$ cat config.mk
export PLATFORM = sky130hd
export DESIGN_NAME = seq_mult8
export DESIGN_NICKNAME = d
export VERILOG_FILES = /design/src/rtl/arith_pkg.sv /design/src/rtl/rca8.sv /design/src/rtl/seq_mult8.sv
export SDC_FILE = /design/constraint.sdc
export NUM_CORES = 1
export LEC_CHECK = 0
export CORE_MARGIN = 2
export CORE_UTILIZATION = 52
export DETAILED_ROUTE_END_ITERATION = 7
export PLACE_DENSITY = 0.87
export SYNTH_ARGS = -nofsm -noshare
export SYNTH_HDL_FRONTEND = slang
export SYNTH_SLANG_ARGS = --single-unit
$ cat constraint.sdc
create_clock -name clk -period 4.35 [get_ports clk]
set_input_delay 0.6525 -clock clk [delete_from_list [all_inputs] [get_ports clk]]
set_output_delay 0.6525 -clock clk [all_outputs]
set_load 0.01 [all_outputs]
$ cat src/rtl/arith_pkg.sv
// Shared arithmetic definitions: default operand width and the multiplier FSM state type.
package arith_pkg;

  localparam int MULT_W = 8;

  typedef enum logic [1:0] {
    IDLE = 2'd0,
    RUN  = 2'd1,
    DONE = 2'd2
  } mult_state_t;

endpackage

$ cat src/rtl/rca8.sv
// Combinational WIDTH-bit ripple-carry adder; one full-adder cell per bit.
module rca8 #(
  parameter int WIDTH = 8
) (
  input  logic [WIDTH-1:0] a,
  input  logic [WIDTH-1:0] b,
  input  logic             cin,
  output logic [WIDTH-1:0] sum,
  output logic             cout
);

  logic [WIDTH:0] carry;

  assign carry[0] = cin;

  for (genvar i = 0; i < WIDTH; i++) begin : g_bit
    assign sum[i]     = a[i] ^ b[i] ^ carry[i];
    assign carry[i+1] = (a[i] & b[i]) | (carry[i] & (a[i] ^ b[i]));
  end

  assign cout = carry[WIDTH];

endmodule

$ cat src/rtl/seq_mult8.sv
// Sequential unsigned shift-and-add multiplier: one adder pass per cycle,
// WIDTH iterations per product, valid/ready handshake on both sides.
module seq_mult8
  import arith_pkg::*;
#(
  parameter int WIDTH = MULT_W
) (
  input  logic               clk,
  input  logic               rst_n,
  input  logic               in_valid,
  output logic               in_ready,
  input  logic [WIDTH-1:0]   a,
  input  logic [WIDTH-1:0]   b,
  output logic               out_valid,
  input  logic               out_ready,
  output logic [2*WIDTH-1:0] product
);

  localparam int CW = $clog2(WIDTH) + 1;

  mult_state_t        state_q, state_d;
  logic [WIDTH-1:0]   m_q, m_d;
  logic [WIDTH-1:0]   q_q, q_d;
  logic [WIDTH-1:0]   acc_q, acc_d;
  logic [CW-1:0]      cnt_q, cnt_d;
  logic [2*WIDTH-1:0] prod_q, prod_d;

  logic [WIDTH-1:0]   addB;
  logic [WIDTH-1:0]   addSum;
  logic               addCout;

  assign addB = q_q[0] ? m_q : '0;

  rca8 #(.WIDTH(WIDTH)) u_adder (
    .a    (acc_q),
    .b    (addB),
    .cin  (1'b0),
    .sum  (addSum),
    .cout (addCout)
  );

  // The carry-out becomes the accumulator MSB on the shift, so nothing overflows.
  always_comb begin
    state_d = state_q;
    m_d     = m_q;
    q_d     = q_q;
    acc_d   = acc_q;
    cnt_d   = cnt_q;
    prod_d  = prod_q;
    case (state_q)
      IDLE: begin
        if (in_valid) begin
          m_d     = a;
          q_d     = b;
          acc_d   = '0;
          cnt_d   = '0;
          state_d = RUN;
        end
      end
      RUN: begin
        acc_d = {addCout, addSum[WIDTH-1:1]};
        q_d   = {addSum[0], q_q[WIDTH-1:1]};
        cnt_d = cnt_q + CW'(1);
        if (cnt_q == CW'(WIDTH - 1)) begin
          prod_d  = {addCout, addSum, q_q[WIDTH-1:1]};
          state_d = DONE;
        end
      end
      DONE: begin
        if (out_ready) begin
          state_d = IDLE;
        end
      end
      default: state_d = IDLE;
    endcase
  end

  always_ff @(posedge clk or negedge rst_n) begin
    if (!rst_n) begin
      state_q <= IDLE;
      m_q     <= '0;
      q_q     <= '0;
      acc_q   <= '0;
      cnt_q   <= '0;
      prod_q  <= '0;
    end else begin
      state_q <= state_d;
      m_q     <= m_d;
      q_q     <= q_d;
      acc_q   <= acc_d;
      cnt_q   <= cnt_d;
      prod_q  <= prod_d;
    end
  end

  assign in_ready  = (state_q == IDLE);
  assign out_valid = (state_q == DONE);
  assign product   = prod_q;

endmodule
Word-level counts from Yosys, hierarchy flattened. Cells that the tools add are included.

$add $sub $neg: 1. Multiply operators: 0. Divide/modulo/power cells: 0. $lt $le $gt $ge: 0. Equal/unequal tests: 6. Shifts and indexed selects: 0. Multiplexer cells: 11. Bitwise logic cells: 37. Reductions and logical operators: 6.

Operators by type and width (number): $pmux W8 S2 (2); $mux W8 (3); $and A1 B1 Y1 (15); $xor A1 B1 Y1 (15); $pmux W4 S2 (1); $or A1 B1 Y1 (7); $mux W2 (3); $pmux W2 S3 (1); $reduce_and A2 Y1 (3); $add A4 B1 Y4 const B (1); $eq A4 B3 Y1 const B (1); $mux W4 (1); $ne A2 B2 Y1 const B (2); $reduce_and A3 Y1 (1); $eq A2 B1 Y1 const B (1); $eq A2 B2 Y1 const B (1); $logic_not A2 Y1 (1); $ne A2 B1 Y1 const B (1); $reduce_bool A2 Y1 (1).

Register bits: 46. Bits in latches: 0. RAM bits: 0. ROM bits: 0. Bits of input ports: 20. Output and inout bits: 18. Memories kept: 0.

Depth between registers and ports, before layout. Gate-level depths: netlist of the first run.

Depth in word-level cells: 17. Gate-level depth with buffers: 14. Depth with buffers taken out: 13.

Modules after synthesis. A second synthesis of the first run with hierarchy kept.

Cell total of the unflattened synthesis: 195. Area total of the unflattened synthesis: 2164.6 um^2.

By module, submodules not included: seq_mult8 (times used 1, cells an instance 177, area an instance 1966.9 um^2, seq. area each 1151.1 um^2); rca8 (times used 1, cells an instance 18, area an instance 197.7 um^2, seq. area each 0.0 um^2).

Least setup slack after synthesis of the first run. No wires, ideal clock.

Kind: register to register. Start: register q_q[0]. End: register acc_q[6]. Arrival time: 3511 ps. Data required time: 4219 ps. Path slack: 708 ps. Cell stages (with the launch flop): 15. Clock period less this slack: 3642 ps. Path through: dfrtp_1 > clkbuf_1 > and2_1 > ha_1 > inv_1 > fa_1 > fa_1 > inv_1 > fa_1 > inv_1 > fa_1 > fa_1 > fa_1 > fa_1 > o21ai_0.

Word-level cells in the longest chain between the ends: 16. Elaborated cells on any way between the ends: 29.

RTL lines: from (decl) (line seq_mult8.sv:23) `logic [WIDTH-1:0] q_q, q_d;`; from (signal assigned) (line seq_mult8.sv:89) `q_q <= q_d;`; $mux W8 (*) (line seq_mult8.sv:32) `assign addB = q_q[0] ? m_q : '0;`; $and A1 B1 Y1 or $xor A1 B1 Y1 (tied branches) (line rca8.sv:18) `assign carry[i+1] = (a[i] & b[i]) | (carry[i] & (a[i] ^ b[i]));`; $and A1 B1 Y1 (line rca8.sv:18); $or A1 B1 Y1 (line rca8.sv:18); $and A1 B1 Y1 (line rca8.sv:18); $or A1 B1 Y1 (line rca8.sv:18); $and A1 B1 Y1 (line rca8.sv:18); $or A1 B1 Y1 (line rca8.sv:18); $and A1 B1 Y1 (line rca8.sv:18); $or A1 B1 Y1 (line rca8.sv:18); $and A1 B1 Y1 (line rca8.sv:18); $or A1 B1 Y1 (line rca8.sv:18); $and A1 B1 Y1 (line rca8.sv:18); $or A1 B1 Y1 (line rca8.sv:18); $xor A1 B1 Y1 (*) (line rca8.sv:17) `assign sum[i] = a[i] ^ b[i] ^ carry[i];`; $pmux W8 S2 (*) (line seq_mult8.sv:50) `case (state_q)`; to (signal assigned) (line seq_mult8.sv:83) `acc_q <= '0;`; to (signal assigned) (line seq_mult8.sv:90) `acc_q <= acc_d;`; to (decl) (line seq_mult8.sv:24) `logic [WIDTH-1:0] acc_q, acc_d;`.

Mark *: on every way between the ends. The rest lies on a longest branch, timed or not. A chain may end at the register's enable or synchronous reset.

Worst setup path in the final report of the first run. Same ends and word-level chain as after synthesis.

==> impl_metrics.ini, run 1 <==
[run_status]
status = finished clean

[sta]
rsz0062_at_grt = false
hold_viol = 0
tns_ns = 0
min_period_ns = 3.824
fmax_mhz = 261.5
tightest_slew_ns = 1.043
fin_skew_ns = 0.006810
slew_violations = 0
relSlewSlack_pct = 30.34
finalCritPeriodShare_pct = 87.91
setup_viol = 0

[power]
swShare_pct = 36.35
power_mw = 1.884
pwr-share-seq_pct = 40.4
p_switching_uw = 684.9
p_int_mw = 1.199
combPwrFrac_pct = 44.0
max-vdd-ir-drop_mv = 0.2959
power.clock.fraction_pct = 15.7
powerDensity_nw_per_um2 = 730.0
leakage_nw = 1.143

[setup_path]
cp_slowest_cell = fa_1
crit_chain = and2_1 -> ha_1 -> inv_1 -> fa_1 -> fa_1 -> inv_1 -> fa_1 -> inv_1 -> fa_1 -> fa_1 -> fa_1 -> fa_1 -> o21ai_0
cp_top_family = adder cells
crit_fanout = 9
r2r_cells = 13
cp.required_ns = 4.49
startpoint_type = flip-flop
crit_arrival_ns = 3.96
crit_type = reg -> reg
reg2reg_to = acc_q[6]$_DFFE_PN0P_
r2r_start = q_q[0]$_DFFE_PN0P_
cpMostUsedCell = fa_1
ff2ff_setup_slack_ns = 0.53
crit_buf_inv = 3
endpoint_kind = flip-flop
max_stage_delay_ns = 0.52

[yosys]
netlist_instances = 192
async_reset_ff_share_pct = 100.0
synth_flop_cell = dfrtp_1
synth_edf_count = 0
syn_avg_cell_area_sq_um = 10.91
netlist_area_sq_um = 2095
ys_seq_area_share_pct = 54.96
syn-num-nets = 221
ys_ff_latch = 46
ys_types = 28
yosys_warnings = 0

[cells_and_area]
final_common_cell = dfrtp_1
drive_gt1_share_pct = 9.649
layout_common_cells = dfrtp_1 (46), nand2_1 (36), clkdlybuf4s50_1 (36), inv_1 (17), nor2_1 (10)
fin_cells = 278
syn2layout_area_growth_pct = 23.24
final_util_pct = 65.47
nets = 256
antennaDiodeCount = 0

[grt]
overflow = 0
antenna_found_initial = 0
grt_pass1_wl_mm = 6.644
track_usage_pct = 20.01
grt_pass1_vias = 1477
grt_max_degree = 47

[drt]
drtIter0Drc = 78
drc = 0
wl_per_cell_um = 14.25
antenna_left = 0
routed_wl_mm = 3.961
vias = 1440
viasPerCell = 5.180
drtPass1Iterations = 4

[clock_tree]
clockBufferDepth = 2
htree_levels = 2
clock_latency_ns = 0.29
cts_root_buf = clkbuf_8
numCtsBuffers = 5
ctsResizeCount = 0
cts_tree = yes
post_cts_buffers = 0
clk_pin_slew_ns = 0.08
cts_sinks = 46
postCtsHoldBufs = 0

[floorplanning]
core_area_sq_um = 3943
fp.dieW_um = 67.47
num_rows = 23
ioPinCount = 38
initial_core_util_pct = 53.13
die_h_um = 67.47
dieArea_sq_um = 4552

[worst_hold_path]
hp-start = m_q[0]$_DFFE_PN0P_
min_path_cells = 2
min_path_type = reg -> reg
min_to = m_q[0]$_DFFE_PN0P_

[placement]
port_buffers = 37
hpwlAfterDp_mm = 2.686
dp_cells = 270
place_congestion = 0.7692

[job]
maxCapViolCount = 0
## per-layer routing
metal,track usage [%],up-vias,part of all wire (%),routed length [um]
li1,-,691,-,-
met2,35.42,23,55,2181
met3,5.500,4,2.2,89
met1,23.46,722,41,1641
met4,6.378,0,1.2,48
met5,0,-,0,0
## kinds of logic after synthesis
group | Yosys count | share of synthesized area, %
flops | 46 | 54.96
compound gates | 19 | 5.376
fa+ha+maj | 9 | 7.885
xor+xnor | 1 | 0.4182
mux | 18 | 9.499
simple gates | 72 | 16.01
buf+inv | 27 | 5.854
## worst min-delay path: cells and delay by family (launching register included)
family / cells / cell delay (ns)
and+or+nand+nor: 2 / 0.11
DFF: 1 / 0.34
## worst max-delay path by stage
stage	startpoint	cells past startpoint	to	slack (ns)
after CTS	q_q[0]$_DFFE_PN0P_	13	acc_q[6]$_DFFE_PN0P_	0.51
final	q_q[0]$_DFFE_PN0P_	13	acc_q[6]$_DFFE_PN0P_	0.53
after global routing	q_q[0]$_DFFE_PN0P_	13	acc_q[6]$_DFFE_PN0P_	0.35
after detailed placement	q_q[0]$_DFFE_PN0P_	13	acc_q[6]$_DFFE_PN0P_	0.52
after floorplan	q_q[0]$_DFFE_PN0P_	14	acc_q[6]$_DFFE_PN0P_	0.71
after global placement	q_q[0]$_DFFE_PN0P_	13	acc_q[6]$_DFFE_PN0P_	0.70
## metrics by stage
step	hold WS [ns]	instance area, sq um	worst slack (ns)
finish	0.4706	2581	0.5258
CTS	0.4741	2581	0.5120
detailed placement	0.4537	2471	0.5216
floorplan	0.3569	2095	0.7079
global route	0.4922	2581	0.3492
global placement	0.4513	2471	0.6988
## power by group through the flow
stage | clock network (mW) | logic (mW) | registers (mW)
final | 0.295 | 0.828 | 0.761
after global routing | 0.318 | 0.937 | 0.788
after CTS | 0.302 | 0.839 | 0.761
after detailed placement | 0 | 0.832 | 0.768
after global placement | 0 | 0.792 | 0.760
after floorplan | 0 | 0.534 | 0.767
## sequential cells by signal (all words and copies together), names as in the netlist
name,count
m_q,8
q_q,8
state_q,2
acc_q,8
product,16
cnt_q,4
## layout make-up
| cell class | count | area (sq um) |
|---|---|---|
| multi-input cells | 119 | 820.8 |
| flip-flops and latches | 46 | 1151 |
| fillers | 303 | 1361 |
| clock buffers | 8 | 110.1 |
| repair buffers | 38 | 372.9 |
| inverters | 17 | 63.81 |
| well taps | 50 | 62.56 |
## Yosys cell counts, drive strengths merged, types with 2 or more instances
library cell / n / area (sq um)
nor2: 10 / 37.54
o21ai: 8 / 40.04
o22ai: 8 / 50.05
nor2b: 2 / 12.51
a21o: 2 / 15.01
nand2: 36 / 135.1
inv: 17 / 63.81
ha: 2 / 25.02
and2: 2 / 12.51
mux2: 9 / 108.9
dfrtp: 46 / 1151
clkbuf: 6 / 22.52
buf: 4 / 36.28
mux2i: 9 / 90.09
nor3: 9 / 56.31
nor3b: 2 / 20.02
fa: 7 / 140.1
nand3: 8 / 40.04
(Power assumes the default switching activity.)
==> inputs of run 2 (changes only) <==
--- a/config.mk
+++ b/config.mk
@@ -6,9 +6,10 @@
 export NUM_CORES = 1
 export LEC_CHECK = 0
 export CORE_MARGIN = 2
-export CORE_UTILIZATION = 52
+export CORE_UTILIZATION = 45
 export DETAILED_ROUTE_END_ITERATION = 7
-export PLACE_DENSITY = 0.87
+export GPL_TIMING_DRIVEN = 0
+export PLACE_DENSITY = 0.76
 export SYNTH_ARGS = -nofsm -noshare
 export SYNTH_HDL_FRONTEND = slang
 export SYNTH_SLANG_ARGS = --single-unit
==> run 2 against run 1 <==
Effect of this change: clock skew about the same; critical path type unchanged; non-clock buffer count up 10; hold slack got worse by 0.20 ns; critical endpoint unchanged; largest power group unchanged; register-to-register slack got worse by 0.11 ns; clock power shrank 17%.
==> impl_metrics.ini, run 2 (synthesis results as in run 1) <==
[run_status]
status = finished clean

[sta]
rsz0062_at_grt = false
relSlewSlack_pct = 56.37
min_period_ns = 3.929
hold_viol = 0
tightest_slew_ns = 0.6516
tns_ns = 0
slew_violations = 0
fin_skew_ns = 0.007235
setup_viol = 0
fmax_mhz = 254.5
finalCritPeriodShare_pct = 90.33

[floorplanning]
core_area_sq_um = 4414
initial_core_util_pct = 47.45
die_h_um = 72.23
dieArea_sq_um = 5216
fp.dieW_um = 72.23
num_rows = 24
ioPinCount = 38

[clock_tree]
cts_root_buf = clkbuf_8
clock_latency_ns = 0.30
post_cts_buffers = 0
cts_tree = yes
clockBufferDepth = 2
postCtsHoldBufs = 0
htree_levels = 2
clk_pin_slew_ns = 0.08
ctsResizeCount = 0
numCtsBuffers = 5
cts_sinks = 46

[grt]
grt.busiest_layer = met2
grt_max_degree = 31
grt_pass1_wl_mm = 7.017
use_met1_pct = 23.40
track_usage_pct = 17.71
use_met3_pct = 3.333
use_met2_pct = 27.93
overflow = 0
antenna_found_initial = 0
grt_pass1_vias = 1518

[cells_and_area]
antennaDiodeCount = 0
drive_gt1_share_pct = 9.705
syn2layout_area_growth_pct = 25.15
final_util_pct = 59.38
largest_reg_flops = 16
nets = 266
layout_common_cells = dfrtp_1 (46), nand2_1 (36), clkdlybuf4s50_1 (36), inv_1 (17), nor2_1 (10)
final_common_cell = dfrtp_1
finalInstanceArea_sq_um = 2621

[setup_path]
cp.required_ns = 4.52
crit_type = reg -> reg
startpoint_type = flip-flop
endpoint_kind = flip-flop
crit_fanout = 9
crit_arrival_ns = 4.10

[drt]
drtPass1Iterations = 4
drtIter0Drc = 66
wl_per_cell_um = 13.39
drc = 0
viasPerCell = 5.125
antenna_left = 0
routed_wl_mm = 3.870
vias = 1481

[power]
power_mw = 1.850
powerDensity_nw_per_um2 = 705.7
max-vdd-ir-drop_mv = 0.2539
leakage_nw = 1.154

[placement]
place_area_sq_um = 2545
port_buffers = 37
place_congestion = 0.7442
hpwlAfterDp_mm = 2.860

[job]
maxCapViolCount = 0

[worst_hold_path]
min_path_type = in -> async
run 2: changes by cell type in the layout (fill, tap and decap cells not counted):
| cell | delta |
|---|---|
| buf_4 | -1 |
| clkbuf_8 | -3 |
| buf_8 | +1 |
| clkbuf_1 | +8 |
| buf_2 | +2 |
| buf_12 | +1 |
| buf_6 | +1 |
run 2: final cells by class:
class | count | area, sq um
fillers | 404 | 1793
well taps | 52 | 65.06
repair buffers | 38 | 385.4
multi-input cells | 119 | 820.8
flip-flops and latches | 46 | 1151
plain buffers | 10 | 58.81
inverters | 17 | 63.81
clock buffers | 7 | 76.32
run 2: metrics by stage:
step	setup WS, ns	hold WS [ns]	instances
floorplan	0.7079	0.3569	192
global placement	0.4727	0.4514	281
detailed placement	0.4125	0.4601	282
CTS	0.3732	0.2820	289
global route	0.2154	0.3029	289
finish	0.4207	0.2746	289
run 2: worst max-delay path, cell delays in order, from the launching register on:
cell      delay, ns
dfrtp_1        0.33
clkbuf_1       0.33
and2_1         0.19
ha_1           0.13
inv_1          0.04
fa_1           0.37
fa_1           0.37
inv_1          0.09
fa_1           0.16
inv_1          0.05
fa_1           0.37
fa_1           0.39
fa_1           0.39
fa_1           0.51
o21ai_0        0.08
run 2: layer usage:
layer / share of wire [%] / up-vias
met1: 46 / 731
li1: - / 721
met5: 0 / -
met3: 2.9 / 7
met4: 2.1 / 0
met2: 49 / 22
run 2: worst paths after layout:
check / from / end / slack (ns) / cells past startpoint
worst max-delay path: q_q[0]$_DFFE_PN0P_ / acc_q[6]$_DFFE_PN0P_ / 0.42 / 14
worst min-delay path: rst_n / product[15]$_DFFE_PN0P_ / 0.27 / 1
worst max register to register: q_q[0]$_DFFE_PN0P_ / acc_q[6]$_DFFE_PN0P_ / 0.42 / 14
worst min register to register: m_q[3]$_DFFE_PN0P_ / m_q[3]$_DFFE_PN0P_ / 0.48 / 2
max in group asynchronous: rst_n / product[13]$_DFFE_PN0P_ / 3.59 / 2
min in group clk: m_q[3]$_DFFE_PN0P_ / m_q[3]$_DFFE_PN0P_ / 0.48 / 2
run 2: power by group:
part,switching [mW],leakage [nW],internal [mW]
sequential,0.114,0.566,0.630
combinational,0.433,0.549,0.429
clock,0.133,0.0383,0.111
